==> config.mk <==
export PLATFORM = sky130hd
export DESIGN_NAME = alu_issue_ctrl
export DESIGN_NICKNAME = d
export VERILOG_FILES = /design/src/rtl/alu_pkg.sv /design/src/rtl/alu_op_decode.sv /design/src/rtl/alu_issue_ctrl.sv
export SDC_FILE = /design/constraint.sdc
export NUM_CORES = 1
export LEC_CHECK = 0
export ABC_AREA = 1
export BUFFER_PORTS_ARGS = -buffer_cell sky130_fd_sc_hd__buf_2
export CAP_MARGIN = 15
export CORE_AREA = 2 2 193 195
export DETAILED_ROUTE_END_ITERATION = 6
export DIE_AREA = 0 0 195 197
export PLACE_DENSITY = 0.53
export REMOVE_ABC_BUFFERS = 1
export SLEW_MARGIN = 20
export SYNTH_ARGS = -nofsm -noshare
export SYNTH_HDL_FRONTEND = slang
export SYNTH_SLANG_ARGS = --single-unit
==> constraint.sdc <==
create_clock -name clk -period 10.5 [get_ports clk]
set_clock_uncertainty 0.15 [all_clocks]
set_input_delay 1.575 -clock clk [delete_from_list [all_inputs] [get_ports clk]]
set_output_delay 1.575 -clock clk [all_outputs]
set_load 0.1 [all_outputs]
==> src/rtl/alu_pkg.sv <==
// Shared constants and payload types for the execute-stage ALU issue path.
package alu_pkg;

  localparam int unsigned XLEN     = 64;
  localparam int unsigned SHAMT_W  = 6;
  localparam int unsigned ALU_OP_W = 4;
  localparam int unsigned FLAG_W   = 3;
  localparam int unsigned RD_W     = 5;

  localparam logic [6:0] OPC_OP     = 7'b0110011;
  localparam logic [6:0] OPC_OP_IMM = 7'b0010011;

  localparam logic [ALU_OP_W-1:0] ADD_OP  = 4'b0000;
  localparam logic [ALU_OP_W-1:0] SLL_OP  = 4'b0001;
  localparam logic [ALU_OP_W-1:0] SLT_OP  = 4'b0010;
  localparam logic [ALU_OP_W-1:0] SLTU_OP = 4'b0011;
  localparam logic [ALU_OP_W-1:0] XOR_OP  = 4'b0100;
  localparam logic [ALU_OP_W-1:0] SRL_OP  = 4'b0101;
  localparam logic [ALU_OP_W-1:0] OR_OP   = 4'b0110;
  localparam logic [ALU_OP_W-1:0] AND_OP  = 4'b0111;
  localparam logic [ALU_OP_W-1:0] SUB_OP  = 4'b1000;
  localparam logic [ALU_OP_W-1:0] SRA_OP  = 4'b1101;

  // out_flags = {carry, overflow, zero}
  localparam int unsigned FLAG_C = 2;
  localparam int unsigned FLAG_V = 1;
  localparam int unsigned FLAG_Z = 0;

  typedef struct packed {
    logic [ALU_OP_W-1:0] op;
    logic [XLEN-1:0]     a;
    logic [XLEN-1:0]     b;
    logic [RD_W-1:0]     rd;
    logic                illegal;
  } e1_t;

  typedef struct packed {
    logic [RD_W-1:0]   rd;
    logic [XLEN-1:0]   result;
    logic [FLAG_W-1:0] flags;
    logic              illegal;
  } e2_t;

endpackage

==> src/rtl/alu_op_decode.sv <==
// Combinational RV64I OP/OP-IMM decode into ALU opcode, operand-b source and legality.
module alu_op_decode
  import alu_pkg::*;
(
  input  logic [6:0]          i_opcode,
  input  logic [2:0]          i_funct3,
  input  logic [6:0]          i_funct7,
  output logic [ALU_OP_W-1:0] o_alu_op_c,
  output logic                o_use_imm_c,
  output logic                o_is_shift_c,
  output logic                o_illegal_c
);

  logic w_is_op;
  logic w_is_opi;
  logic w_sel;
  logic w_legal;
  logic w_addsub_or_sr;

  always_comb begin
    w_is_op        = (i_opcode == OPC_OP);
    w_is_opi       = (i_opcode == OPC_OP_IMM);
    w_addsub_or_sr = (i_funct3 == 3'b000) || (i_funct3 == 3'b101);
    o_is_shift_c   = (i_funct3 == 3'b001) || (i_funct3 == 3'b101);
    o_use_imm_c    = w_is_opi;
    w_sel          = 1'b0;
    w_legal        = 1'b0;
    if (w_is_op) begin
      w_sel   = i_funct7[5] && w_addsub_or_sr;
      w_legal = (i_funct7 == 7'b0000000) ||
                ((i_funct7 == 7'b0100000) && w_addsub_or_sr);
    end else if (w_is_opi) begin
      // funct7[0] is shamt[5] on RV64 immediate shifts
      w_sel = i_funct7[5] && (i_funct3 == 3'b101);
      case (i_funct3)
        3'b001:  w_legal = (i_funct7[6:1] == 6'b000000);
        3'b101:  w_legal = ({i_funct7[6], i_funct7[4:1]} == 5'b00000);
        default: w_legal = 1'b1;
      endcase
    end
    o_illegal_c = !w_legal;
    o_alu_op_c  = w_legal ? {w_sel, i_funct3} : ADD_OP;
  end

endmodule

==> src/rtl/alu_issue_ctrl.sv <==
// Two-stage execute issue: E1 drives the external ALU, E2 holds result/flags for writeback.
module alu_issue_ctrl
  import alu_pkg::*;
(
  input  logic                clk,
  input  logic                rst,
  input  logic                flush,
  input  logic                in_valid,
  output logic                in_ready,
  input  logic [6:0]          in_opcode,
  input  logic [2:0]          in_funct3,
  input  logic [6:0]          in_funct7,
  input  logic [XLEN-1:0]     in_rs1_val,
  input  logic [XLEN-1:0]     in_rs2_val,
  input  logic [XLEN-1:0]     in_imm,
  input  logic [RD_W-1:0]     in_rd,
  output logic [XLEN-1:0]     alu_a,
  output logic [XLEN-1:0]     alu_b,
  output logic [ALU_OP_W-1:0] alu_op,
  input  logic [XLEN-1:0]     alu_result,
  input  logic                alu_carry,
  input  logic                alu_overflow,
  input  logic                alu_zero,
  output logic                out_valid,
  input  logic                out_ready,
  output logic [RD_W-1:0]     out_rd,
  output logic [XLEN-1:0]     out_result,
  output logic [FLAG_W-1:0]   out_flags,
  output logic                out_illegal
);

  e1_t                 r_e1;
  e2_t                 r_e2;
  e1_t                 w_e1_nxt;
  logic                r_e1_valid;
  logic                r_e2_valid;
  logic                w_accept;
  logic                w_e2_load;
  logic [ALU_OP_W-1:0] w_dec_op;
  logic                w_use_imm;
  logic                w_is_shift;
  logic                w_illegal;
  logic [XLEN-1:0]     w_b_raw;
  logic [FLAG_W-1:0]   w_flags;

  alu_op_decode u_dec (
    .i_opcode     (in_opcode),
    .i_funct3     (in_funct3),
    .i_funct7     (in_funct7),
    .o_alu_op_c   (w_dec_op),
    .o_use_imm_c  (w_use_imm),
    .o_is_shift_c (w_is_shift),
    .o_illegal_c  (w_illegal)
  );

  // Illegal ops travel as ADD 0,0 so the ALU sees a benign operation
  always_comb begin
    w_b_raw          = w_use_imm ? in_imm : in_rs2_val;
    w_e1_nxt         = '0;
    w_e1_nxt.rd      = in_rd;
    w_e1_nxt.illegal = w_illegal;
    if (!w_illegal) begin
      w_e1_nxt.op = w_dec_op;
      w_e1_nxt.a  = in_rs1_val;
      w_e1_nxt.b  = w_is_shift ? XLEN'(w_b_raw[SHAMT_W-1:0]) : w_b_raw;
    end
  end

  always_comb begin
    w_flags         = '0;
    w_flags[FLAG_C] = alu_carry;
    w_flags[FLAG_V] = alu_overflow;
    w_flags[FLAG_Z] = alu_zero;
  end

  assign w_e2_load = r_e1_valid && (!r_e2_valid || out_ready);
  assign in_ready  = !r_e1_valid || w_e2_load;
  assign w_accept  = in_valid && in_ready;

  always_ff @(posedge clk or posedge rst) begin
    if (rst) begin
      r_e1_valid <= 1'b0;
      r_e2_valid <= 1'b0;
    end else if (flush) begin
      r_e1_valid <= 1'b0;
      r_e2_valid <= 1'b0;
    end else begin
      if (w_accept)       r_e1_valid <= 1'b1;
      else if (w_e2_load) r_e1_valid <= 1'b0;
      if (w_e2_load)      r_e2_valid <= 1'b1;
      else if (out_ready) r_e2_valid <= 1'b0;
    end
  end

  // Payload registers move only on real transfers; a flush cycle is never a transfer
  always_ff @(posedge clk or posedge rst) begin
    if (rst) begin
      r_e1 <= '0;
      r_e2 <= '0;
    end else if (!flush) begin
      if (w_accept) r_e1 <= w_e1_nxt;
      if (w_e2_load) begin
        r_e2.rd      <= r_e1.rd;
        r_e2.illegal <= r_e1.illegal;
        r_e2.result  <= r_e1.illegal ? '0 : alu_result;
        r_e2.flags   <= r_e1.illegal ? '0 : w_flags;
      end
    end
  end

  assign alu_a       = r_e1.a;
  assign alu_b       = r_e1.b;
  assign alu_op      = r_e1.op;
  assign out_valid   = r_e2_valid;
  assign out_rd      = r_e2.rd;
  assign out_result  = r_e2.result;
  assign out_flags   = r_e2.flags;
  assign out_illegal = r_e2.illegal;

endmodule

==> metrics.md <==
| Metric | Value |
|---|---|
| Status | finished clean |
| Critical Path Sink Type | output pin |
| Port bufs | 492 |
| HPWL after DPL | 22220 um |
| Crit path launch type | input pin |
| Post-synth cell types | 19 |
| Root buf cell | clkbuf_16 |
| TritonCTS Buffers | 24 |
| Syn Std Cell Area | 10740 um2 |
| Die Height | 197 um |
| Clk pwr share | 35.0% |
| Psw | 949.0 uW |
| Share of cells above drive strength 1 | 33.23% |
| Number of post-CTS setup repair buffers | 0 |
| Pin count of the biggest net entering global routing | 111 |
| Post-cts resize count | 0 |
| Post-DR vias/cell | 4.372 |
| Slew Viols, Final | 0 |
| Core footprint | 36260 um2 |
| Post-CTS Hold Fix Bufs | 0 |
| First-pass GRT wire length | 49970 um |
| Largest fanout on the critical path | 3 |
| Crit share post-route | 38.63% |
| Final wirelength | 32070 um |
| Die width | 195 um |
| Residual DRC count | 0 |
| CTS sink cnt | 213 |
| CTS Buffer Depth | 3 |
| Least-Margin Pin Slew | 1.026 ns |
| Critical Path AT | 2.33 ns |
| Fillers | 3845 |
| Skew-Pair Late Insertion Delay | 0.51 ns |
| RSZ-0062 raised after global routing | false |
| Max_cap viols | 0 |
| Post-route ant nets | 0 |
| VDD IR max | 0.09528 mV |
| Global Route Usage Sum | 16.00% |
| Initial Utilization | 29.63% |
| Setup_tns | 0 ns |
| Yosys warns | 0 |
| P&R area growth vs syn | 24.25% |
| Mean area per synthesized cell | 7.982 um2 |
| GPL Wtd Cong | 0.7816 |
| Final setup fails | 0 |
| Hold/Removal Path Class | flop to flop |
| Io pins | 493 |
| Cell Rows | 70 |
| Die area | 38420 um2 |
| Rel. slew slack | 31.58% |
| DR WL/cell | 14.90 um |
| Pre-Repair DR Iteration Count | 4 |
| Max frequency | 0.2466 GHz |
| Hold Fails Final Rpt | 0 |
| Total Power | 2.499 mW |
| Leak | 8.031 nW |
| Cells after Synth | 1346 |
| Internal power | 1.550 mW |
| GRT overflow | 0 |
| Sequential group share of total power | 36.6% |
| Power Dens Cells | 187.2 nW/um2 |
| DR vias | 9412 |
| Iter 0 DRT Violations | 404 |
| Gate power share | 28.4% |
| Vias in the first global route | 9016 |
| Post-synthesis sequential area ratio | 49.61% |
| Fin nets | 1950 |
| #FFs+latches synth | 213 |
| Final Critical Period | 4.056 ns |
| WP data required | 8.78 ns |
| H-tree depth | 1 |
| Initial antenna violation count | 4 |
| Sw Ratio | 37.97% |
| Worst-path clk slew | 0.06 ns |
| Critical path class | input pin to output pin |
| CTS tree | done |
final timing paths:
kind	cells after the start	from	endpoint	slack, ns
setup reg to reg	10	out_valid	alu_a[4]	7.75
min in group asynchronous	2	rst	alu_b[34]	0.99
setup / recovery	4	out_ready	in_ready	6.44
max in group asynchronous	3	rst	out_rd[1]	7.84
hold reg to reg	2	out_rd[3]	out_rd[3]	0.32
hold / removal	2	out_rd[3]	out_rd[3]	0.32
stage by stage:
stage | util (%) | area, um2 | hold slack (ns) | instances | setup WS, ns
floorplan | - | 9343 | 0.2992 | 1134 | 2.952
global placement | 34.50 | 12510 | 0.3035 | 2106 | 6.432
detailed placement | 34.50 | 12510 | 0.3073 | 2106 | 6.408
CTS | 36.79 | 13340 | 0.3249 | 2150 | 6.442
global route | 36.82 | 13350 | 0.3400 | 2153 | 6.383
finish | 36.82 | 13350 | 0.3195 | 2153 | 6.444
placed cells by master (no fill, tap or decap), types with 2 or more instances in the layout:
cell type and count:
a21oi_1 29, a22o_1 67, buf_2 492, buf_4 12, bufinv_16 2, clkbuf_1 4
clkbuf_16 25, clkbuf_8 7, clkinv_2 6, dfrtp_1 213, diode_2 3, inv_1 98
inv_2 2, nand2_1 453, nand2_2 3, nand3_1 68, nor2_1 142, nor2_2 2
nor2_4 3, o21ai_0 43, o21ai_1 6
cells by family (layout without fill, tap and decap cells):
group                  Yosys count  count (layout)  share of synthesized area (%)
buffers and inverters          315             651                          16.64
DFF                            213             213                          49.61
other                            0               3                              0
AOI/OAI and AO/OA              145             145                          9.095
and+or+nand+nor                673             673                          24.65
flip-flops by register name, indices dropped and copies added (netlist names):
register,cells
alu_a,64
alu_b,64
alu_op,4
out_flags,3
out_illegal,1
out_rd,5
out_result,64
out_valid,1
r_e1,6
r_e1_valid,1
power by group through the flow:
stage,Clock (mW),Combinational (mW),Sequential [mW]
after floorplan,0,0.117,1.36
after global placement,0,0.715,0.928
after detailed placement,0,0.717,0.929
after CTS,0.906,0.718,0.915
after global routing,0.938,0.745,0.922
final,0.874,0.711,0.915
synth_stat cells:
| library cell | instances | area share [%] |
|---|---|---|
| o21ai_0 | 43 | 2.0 |
| nand2_1 | 456 | 16 |
| a21oi_1 | 29 | 1.4 |
| dfrtp_1 | 213 | 50 |
| nor2_4 | 2 | 0.21 |
| a22o_1 | 67 | 5.5 |
| nand2_2 | 1 | 0.058 |
| buf_1 | 1 | 0.035 |
| nand3_1 | 68 | 3.2 |
| inv_1 | 99 | 3.5 |
| o21ai_1 | 6 | 0.28 |
| nor2_1 | 142 | 5.0 |
| buf_6 | 5 | 0.52 |
| buf_4 | 135 | 9.4 |
| nor3_4 | 1 | 0.15 |
| inv_2 | 4 | 0.14 |
| clkbuf_1 | 22 | 0.77 |
| buf_2 | 49 | 2.3 |
| nor2_2 | 3 | 0.17 |
layer usage:
metal  up-vias  part of all wire, %  wire [um]  global-route usage [%]
met2       283                   50      16010                   28.13
met4         2                  2.2        711                   3.986
met1      4410                   41      13300                   19.89
li1       4681                    -          -                       -
met5         -                0.034         11                       0
met3        36                  6.4       2038                   3.576
cell type report:
| class | count | area, um2 | share of cell area (%) |
|---|---|---|---|
| Tap cell | 468 | 585.6 | 4.387 |
| Multi-Input combinational cell | 818 | 3643 | 27.29 |
| Clock buffer | 36 | 737.0 | 5.521 |
| Antenna cell | 3 | 7.507 | 0.05624 |
| Clock inverter | 8 | 96.34 | 0.7217 |
| Timing Repair Buffer | 504 | 2552 | 19.12 |
| Sequential cell | 213 | 5330 | 39.93 |
| Inverter | 103 | 396.6 | 2.971 |
critical path, cell delays in order:
cell and delay, ns:
buf_2 0.10, nor2_2 0.18, nand2_1 0.15, buf_2 0.32
No activity file was read; power rests on OpenSTA's default activity.
